## src/rtl/mem_burst_slave.sv

```systemverilog
// Main-bus memory slave: decodes a page-matched address phase, then runs a
// fixed-length read or write burst (linear or block-wrapping) against one memory.
module mem_burst_slave #(
    parameter int                BUS_W     = 16,
    parameter int                PAGE_W    = 4,
    parameter int                OFFS_W    = 12,
    parameter logic [PAGE_W-1:0] PAGE      = 4'h2,
    parameter int                BURST_LEN = 4,
    parameter int                WRAP_MODE = 0,
    parameter int                RD_LAT    = 0
) (
    input  logic              clk,
    input  logic              resetN,
    input  logic              AddrValid,
    input  logic              rw,
    input  logic [BUS_W-1:0]  bus_in,
    output logic [BUS_W-1:0]  bus_out,
    output logic              bus_oe,
    output logic              busy,
    output logic [OFFS_W-1:0] mem_addr,
    output logic              mem_rd_en,
    output logic              mem_wr_en,
    output logic [BUS_W-1:0]  mem_wdata,
    input  logic [BUS_W-1:0]  mem_rdata
);

    localparam int                CNT_W    = (BURST_LEN > 1) ? $clog2(BURST_LEN) : 1;
    localparam logic [CNT_W-1:0]  LAST     = CNT_W'(BURST_LEN - 1);
    localparam logic [OFFS_W-1:0] LOW_MASK = OFFS_W'(BURST_LEN - 1);

    typedef enum logic [1:0] {IDLE, RD_BEAT, RD_DRAIN, WR_BEAT} state_t;

    state_t            state;
    logic [CNT_W-1:0]  beat;
    logic [OFFS_W-1:0] base;

    logic              page_hit;
    logic [OFFS_W-1:0] offs;

    assign page_hit = (bus_in[BUS_W-1 -: PAGE_W] == PAGE);
    assign offs     = bus_in[OFFS_W-1:0];

    // Wrap mode keeps the bits above the burst block fixed and lets only the
    // low log2(BURST_LEN) bits roll over; BURST_LEN==1 gives a zero mask.
    function automatic logic [OFFS_W-1:0] beat_addr(input logic [OFFS_W-1:0] b,
                                                    input logic [CNT_W-1:0]  i);
        logic [OFFS_W-1:0] lin;
        lin = b + OFFS_W'(i);
        if (WRAP_MODE == 1)
            return (b & ~LOW_MASK) | (lin & LOW_MASK);
        else
            return lin;
    endfunction

    always_ff @(posedge clk or negedge resetN) begin
        if (!resetN) begin
            state     <= IDLE;
            beat      <= '0;
            base      <= '0;
            mem_addr  <= '0;
            mem_rd_en <= 1'b0;
            mem_wr_en <= 1'b0;
            bus_oe    <= 1'b0;
        end else begin
            case (state)
                IDLE: begin
                    if (AddrValid && page_hit) begin
                        base     <= offs;
                        beat     <= '0;
                        mem_addr <= offs;
                        if (rw) begin
                            state     <= RD_BEAT;
                            mem_rd_en <= 1'b1;
                            bus_oe    <= (RD_LAT == 0);
                        end else begin
                            state     <= WR_BEAT;
                            mem_wr_en <= 1'b1;
                        end
                    end
                end
                RD_BEAT: begin
                    if (beat == LAST) begin
                        beat      <= '0;
                        mem_rd_en <= 1'b0;
                        mem_addr  <= '0;
                        // Registered memory needs one more cycle to present the last word.
                        if (RD_LAT == 1) begin
                            state  <= RD_DRAIN;
                            bus_oe <= 1'b1;
                        end else begin
                            state  <= IDLE;
                            bus_oe <= 1'b0;
                        end
                    end else begin
                        beat     <= beat + 1'b1;
                        mem_addr <= beat_addr(base, beat + 1'b1);
                        bus_oe   <= 1'b1;
                    end
                end
                RD_DRAIN: begin
                    bus_oe <= 1'b0;
                    state  <= IDLE;
                end
                WR_BEAT: begin
                    if (beat == LAST) begin
                        beat      <= '0;
                        mem_wr_en <= 1'b0;
                        mem_addr  <= '0;
                        state     <= IDLE;
                    end else begin
                        beat     <= beat + 1'b1;
                        mem_addr <= beat_addr(base, beat + 1'b1);
                    end
                end
                default: state <= IDLE;
            endcase
        end
    end

    assign busy      = (state != IDLE);
    assign bus_out   = bus_oe ? mem_rdata : '0;
    assign mem_wdata = mem_wr_en ? bus_in : '0;

endmodule

```

## config.mk

```make
export PLATFORM = sky130hd
export DESIGN_NAME = mem_burst_slave
export DESIGN_NICKNAME = d
export VERILOG_FILES = /design/src/rtl/mem_burst_slave.sv
export SDC_FILE = /design/constraint.sdc
export NUM_CORES = 1
export LEC_CHECK = 0
export CAP_MARGIN = 20
export CORE_MARGIN = 2
export CORE_UTILIZATION = 25
export CTS_BUF_LIST = sky130_fd_sc_hd__clkbuf_8 sky130_fd_sc_hd__clkbuf_16
export DETAILED_ROUTE_END_ITERATION = 7
export DONT_BUFFER_PORTS = 1
export PLACE_DENSITY_LB_ADDON = 0.15
export SYNTH_ARGS = -nofsm -noshare
export SYNTH_HDL_FRONTEND = slang
export SYNTH_SLANG_ARGS = --single-unit
```

## constraint.sdc

```tcl
create_clock -name clk -period 1.76 [get_ports clk]
set_input_delay 0.264 -clock clk [delete_from_list [all_inputs] [get_ports clk]]
set_output_delay 0.264 -clock clk [all_outputs]
set_load 0.02 [all_outputs]
```

### Word-level counts from Yosys, hierarchy flattened

Cells that the tools add are included.
Widths: inputs -> output; s select.

* multiplexer cells: 21
* equality and inequality tests: 11
* reduce and logical (&&, ||, !) cells: 14
* add/sub/neg operators: 2

Operators by type and width (count)
* $mux 16: 2
* $mux 12: 2
* $pmux 12 s2: 1
* $add 12x2->12: 1
* $mux 2: 5
* $ne 2x2->1 const B: 5
* $reduce_and 4->1: 2
* $reduce_bool 2->1: 4
* $eq 2x2->1 const B: 3
* $mux 1: 6
* $pmux 2 s3: 1
* $reduce_and 2->1: 3
* $eq 4x2->1 const B: 1
* $pmux 1 s2: 2
* $pmux 2 s2: 1
* $pmux 1 s3: 1
* $reduce_and 3->1: 1
* $reduce_bool 3->1: 1
* $add 2x1->2 const B: 1
* $eq 2x1->1 const B: 1
* $logic_not 2->1: 1
* $ne 2x1->1 const B: 1
* $reduce_or 2->1: 1
* $logic_and 1x1->1: 1

* output and inout port bits: 48
* logic and storage cells: 55
* bits in registers: 31

### Longest topological paths before layout

* depth in word-level cells: 4
* depth in mapped cells: 8

### Least setup slack after synthesis

No wires, ideal clock.

* path type: register to register
* from: register beat[0]
* to: register mem_addr[6]
* data required time: 1.626 ns
* path buffers: 0
* arrival: 1.738 ns
* path slack: -0.112 ns
* cell stages (with the launch flop): 8
* cells stage by stage: dfrtp_1 ha_1 inv_1 fa_1 nor2b_1 nand4_1 mux2i_1 mux2i_1

* cells in the longest elaborated chain, start to end: 4
* elaborated cells between the ends (all ways): 5
* classes of those cells: add/sub (2); eq/ne (1); mux (2)

RTL lines
* start: declaration: line 34 `logic [CNT_W-1:0] beat;`
* start signal: assignment: line 95 `beat <= beat + 1'b1;`
* start signal: assignment: line 111 `beat <= beat + 1'b1;`
* $add 2x1->2: line 96, 112
* $add 12x2->12: line 48 `lin = b + OFFS_W'(i);`
* $mux 12 (*): line 105 `if (beat == LAST) begin`
* $pmux 12 s2 (*): line 65 `case (state)`
* end signal: assignment: line 70 `mem_addr <= offs;`
* end signal: assignment: line 96 `mem_addr <= beat_addr(base, beat + 1'b1);`
* end signal: assignment: line 112 `mem_addr <= beat_addr(base, beat + 1'b1);`
* end: declaration: line 20 `output logic [OFFS_W-1:0] mem_addr,`

Mark *: on every way between the ends. The rest lies on a longest branch, timed or not.
A chain may end at the register's enable or synchronous reset.

### Final worst setup path

Ends and elaborated chain as after synthesis.

==> results.py <==
metrics = {
    "final_layout": {
        "multi_input_area_um2": 1030,
        "seq_area_um2": 778,
        "syn2layout_area_growth_pct": 20.3,
        "nFillCells": 727,
        "layout_commonest_cell": "and2_1",
        "num-nets-final": 223,
        "diodes": 0,
        "drive_above_1_share_pct": 26.1,
        "final_cell_mix": "33 x and2_1, 29 x dfrtp_1, 16 x mux2i_1",
        "fin_util_pct": 30.9,
        "fin_cells": 283,
    },
    "critical_path": {
        "cp-start-kind": "register",
        "cp_common_cell": "mux2i_1",
        "crit_fanout": 5,
        "r2r_start": "beat[0]",
        "required_ns": 1.93,
        "crit_arrival_ns": 1.95,
        "path_cells": "ha_4 -> inv_2 -> fa_2 -> nor2b_4 -> nand4_1 -> mux2i_1 -> mux2i_1",
        "path_class": "reg2reg",
        "cpPeakStageDelay_ns": 0.44,
        "critPathTopFamily": "adder cells",
        "reg2reg_to": "mem_addr[6]",
        "rrSetupSlack_ns": -0.03,
        "cp_num_buf_inv": 1,
        "critPathCaptureType": "register",
        "cp_slowest_cell": "dfrtp_2",
        "reg2reg_depth": 7,
    },
    "synth": {
        "synth-compound-area-share_pct": 8.30,
        "synth_top_area_cell": "dfrtp_1",
        "syn_inst": 169,
        "synth-seq-area-share_pct": 41.8,
        "avgSynthCellArea_um2": 11.0,
        "synth_seq_cells": 31,
        "ys_types": 31,
        "syn-num-nets": 209,
        "muxShareOfSynthArea_pct": 17.9,
        "synth-simple-area-share_pct": 21.4,
        "synth_area_um2": 1850,
        "yosys_warnings": 0,
        "synth_top_family_by_area": "simple AND/OR/NAND/NOR gates",
        "netlist.area_leader.share_pct": 41.8,
        "synthAdderAreaFrac_pct": 3.10,
        "synth_xor_area_share_pct": 3.31,
        "synth_area_leaders": "dfrtp_1 42%, and2_1 11%, mux2i_1 8.6%",
    },
    "die": {
        "fp.dieW_um": 90.1,
        "die_area_um2": 8120,
        "design.core.area_um2": 7210,
        "start_util_pct": 25.7,
        "rows": 31,
        "die_height_um": 90.1,
        "num_io_pins": 84,
    },
    "run_status": {
        "violations": "negative setup slack",
        "status": "finished, violations left",
    },
    "sta": {
        "setup_viol": 3,
        "hold_viol_final": 0,
        "finalMaxSlewViolations": 0,
        "rsz0062_at_grt": "yes",
        "finalWorstSetupSlack_ns": -0.0293,
        "slew_headroom_pct": 63.9,
        "clock.fmax_mhz": 559,
        "fin_crit_ns": 1.79,
        "finalClockSkew_ns": 0.00962,
        "worstMarginPinSlew_ns": 0.542,
        "min_period_over_period_pct": 102,
    },
    "clock_network": {
        "insertion_delay_ns": 0.28,
        "cts_sinks": 31,
        "root_buffer": "clkbuf_8",
        "cts_htree_levels": 2,
        "cts.clk_slew.worst_paths_ns": 0.07,
        "cts_tree": "yes",
        "cts-buffers-inserted": 5,
        "clockBufferDepth": 2,
    },
    "run": {
        "max-cap-violations": 0,
    },
    "global_routing": {
        "grt_usage_pct": 11.8,
        "grt_pass1_vias": 1438,
        "grt_pass1_wl_mm": 7.64,
        "antenna_found_initial": 0,
        "overflow": 0,
        "grt_max_degree": 32,
    },
    "place": {
        "place_congestion": 0.728,
        "dp_hpwl_mm": 3.55,
        "port_buffers": 0,
        "place_inst": 271,
    },
    "route": {
        "drtAntennaViolNets": 0,
        "avgRoutedWirePerCell_um": 16.6,
        "dr.pass1.iters": 4,
        "viasPerCell": 4.91,
        "routed_wl_mm": 4.71,
        "vias": 1389,
        "drc": 0,
        "drt-initial-drc-count": 52,
    },
    "min_path": {
        "hold_path.startpoint": "rw",
        "hold_end": "state[1]",
        "holdPathStages": 1,
        "min_path_type": "in2reg",
    },
    "power_and_ir_drop": {
        "p_leak_nw": 0.989,
        "cellPowerDensity_nw_per_um2": 1580,
        "finalPower_mw": 3.53,
        "ir_drop_mv": 0.583,
    },
}
logic make-up after synthesis:
| kind of cell | after synthesis |
|---|---|
| flip-flops | 31 |
| AO/OA/AOI/OAI | 23 |
| adder cells (fa/ha/maj) | 4 |
| XOR/XNOR | 7 |
| AND/OR/NAND/NOR | 61 |
| multiplexers | 28 |
| buffers and inverters | 15 |
layer usage:
layer  part of all wire [%]  GRT usage (%)  vias up  routed length [µm]
met1                     43           15.0      671                2030
met4                    1.6           4.10        0                  76
met2                     46           18.7       90                2150
li1                       -              -      620                   -
met3                    9.6           4.36        8                 452
met5                      0              0        -                   0
flip-flops by register name, indices dropped and copies added (netlist names):
| register | cells |
|---|---|
| base | 12 |
| beat | 2 |
| bus_oe | 1 |
| mem_addr | 12 |
| mem_rd_en | 1 |
| mem_wr_en | 1 |
| state | 2 |
Yosys cell counts:
library cell and number:
and2_1 33, dfrtp_1 31, mux2i_1 16, mux2_4 10, o22ai_1 10, inv_1 8
xor2_1 7, nand2_1 6, o21ai_0 6, clkbuf_1 5, nand4_1 5, nor2b_1 4
ha_1 3, nand3_1 3, nor2_1 3, and4_1 2, mux2_2 2, o32ai_1 2
a21o_1 1, a31oi_1 1, a41oi_1 1, buf_12 1, buf_4 1, fa_1 1
nand3_4 1, nor2_4 1, nor4b_1 1, nor4b_4 1, o21ba_2 1, o221a_2 1
or2_2 1
power by group:
part | switching (mW) | internal, mW | total (mW)
combinational | 0.686 | 0.640 | 1.33
clock | 0.271 | 0.458 | 0.729
sequential | 0.488 | 0.983 | 1.47
total | 1.45 | 2.08 | 3.53
layout make-up:
| type | count | area share, % |
|---|---|---|
| Timing Repair Buffer | 14 | 6.67 |
| Sequential cell | 31 | 34.9 |
| Multi-Input combinational cell | 123 | 46.3 |
| Clock buffer | 6 | 3.70 |
| Inverter | 8 | 1.35 |
| Tap cell | 99 | 5.55 |
| Clock inverter | 2 | 1.57 |
worst max-delay path by stage:
stage          startpoint            to  depth (start not counted)
6_report          beat[0]   mem_addr[6]                          7
4_1_cts           beat[0]   mem_addr[6]                          7
5_1_grt           beat[0]   mem_addr[6]                          8
3_3_place_gp      beat[0]  mem_addr[10]                          7
3_5_place_dp      beat[0]   mem_addr[6]                          7
2_1_floorplan     beat[0]   mem_addr[6]                          7
worst register-to-register path: stages, from the launching register on:
cell,delay (ns)
dfrtp_2,0.44
ha_4,0.29
inv_2,0.04
fa_2,0.35
nor2b_4,0.18
nand4_1,0.11
mux2i_1,0.17
mux2i_1,0.09
per-stage QoR:
| stage | hold WS, ns | setup slack (ns) | cell area (µm²) | TNS, ns |
|---|---|---|---|---|
| 2_1_floorplan | -0.0316 | 0.0333 | 1870 | 0 |
| 3_3_place_gp | -0.0303 | -0.0645 | 2050 | -0.194 |
| 3_5_place_dp | -0.0304 | -0.134 | 2050 | -0.387 |
| 4_1_cts | 0.0837 | -0.0441 | 2210 | -0.0917 |
| 5_1_grt | 0.0981 | -0.151 | 2230 | -0.729 |
| 6_report | 0.0948 | -0.0293 | 2230 | -0.0798 |
timing repair:
item | 4_1_cts | 5_1_grt
setup endpoints to repair | 13 | 9
endpoints found under the hold margin | 31 | 0
hold buffers | 2 | 0
resized for setup | 5 | 3
buffers inserted | 1 | 1
pin swaps | 4 | 1
(Power assumes the default switching activity.)
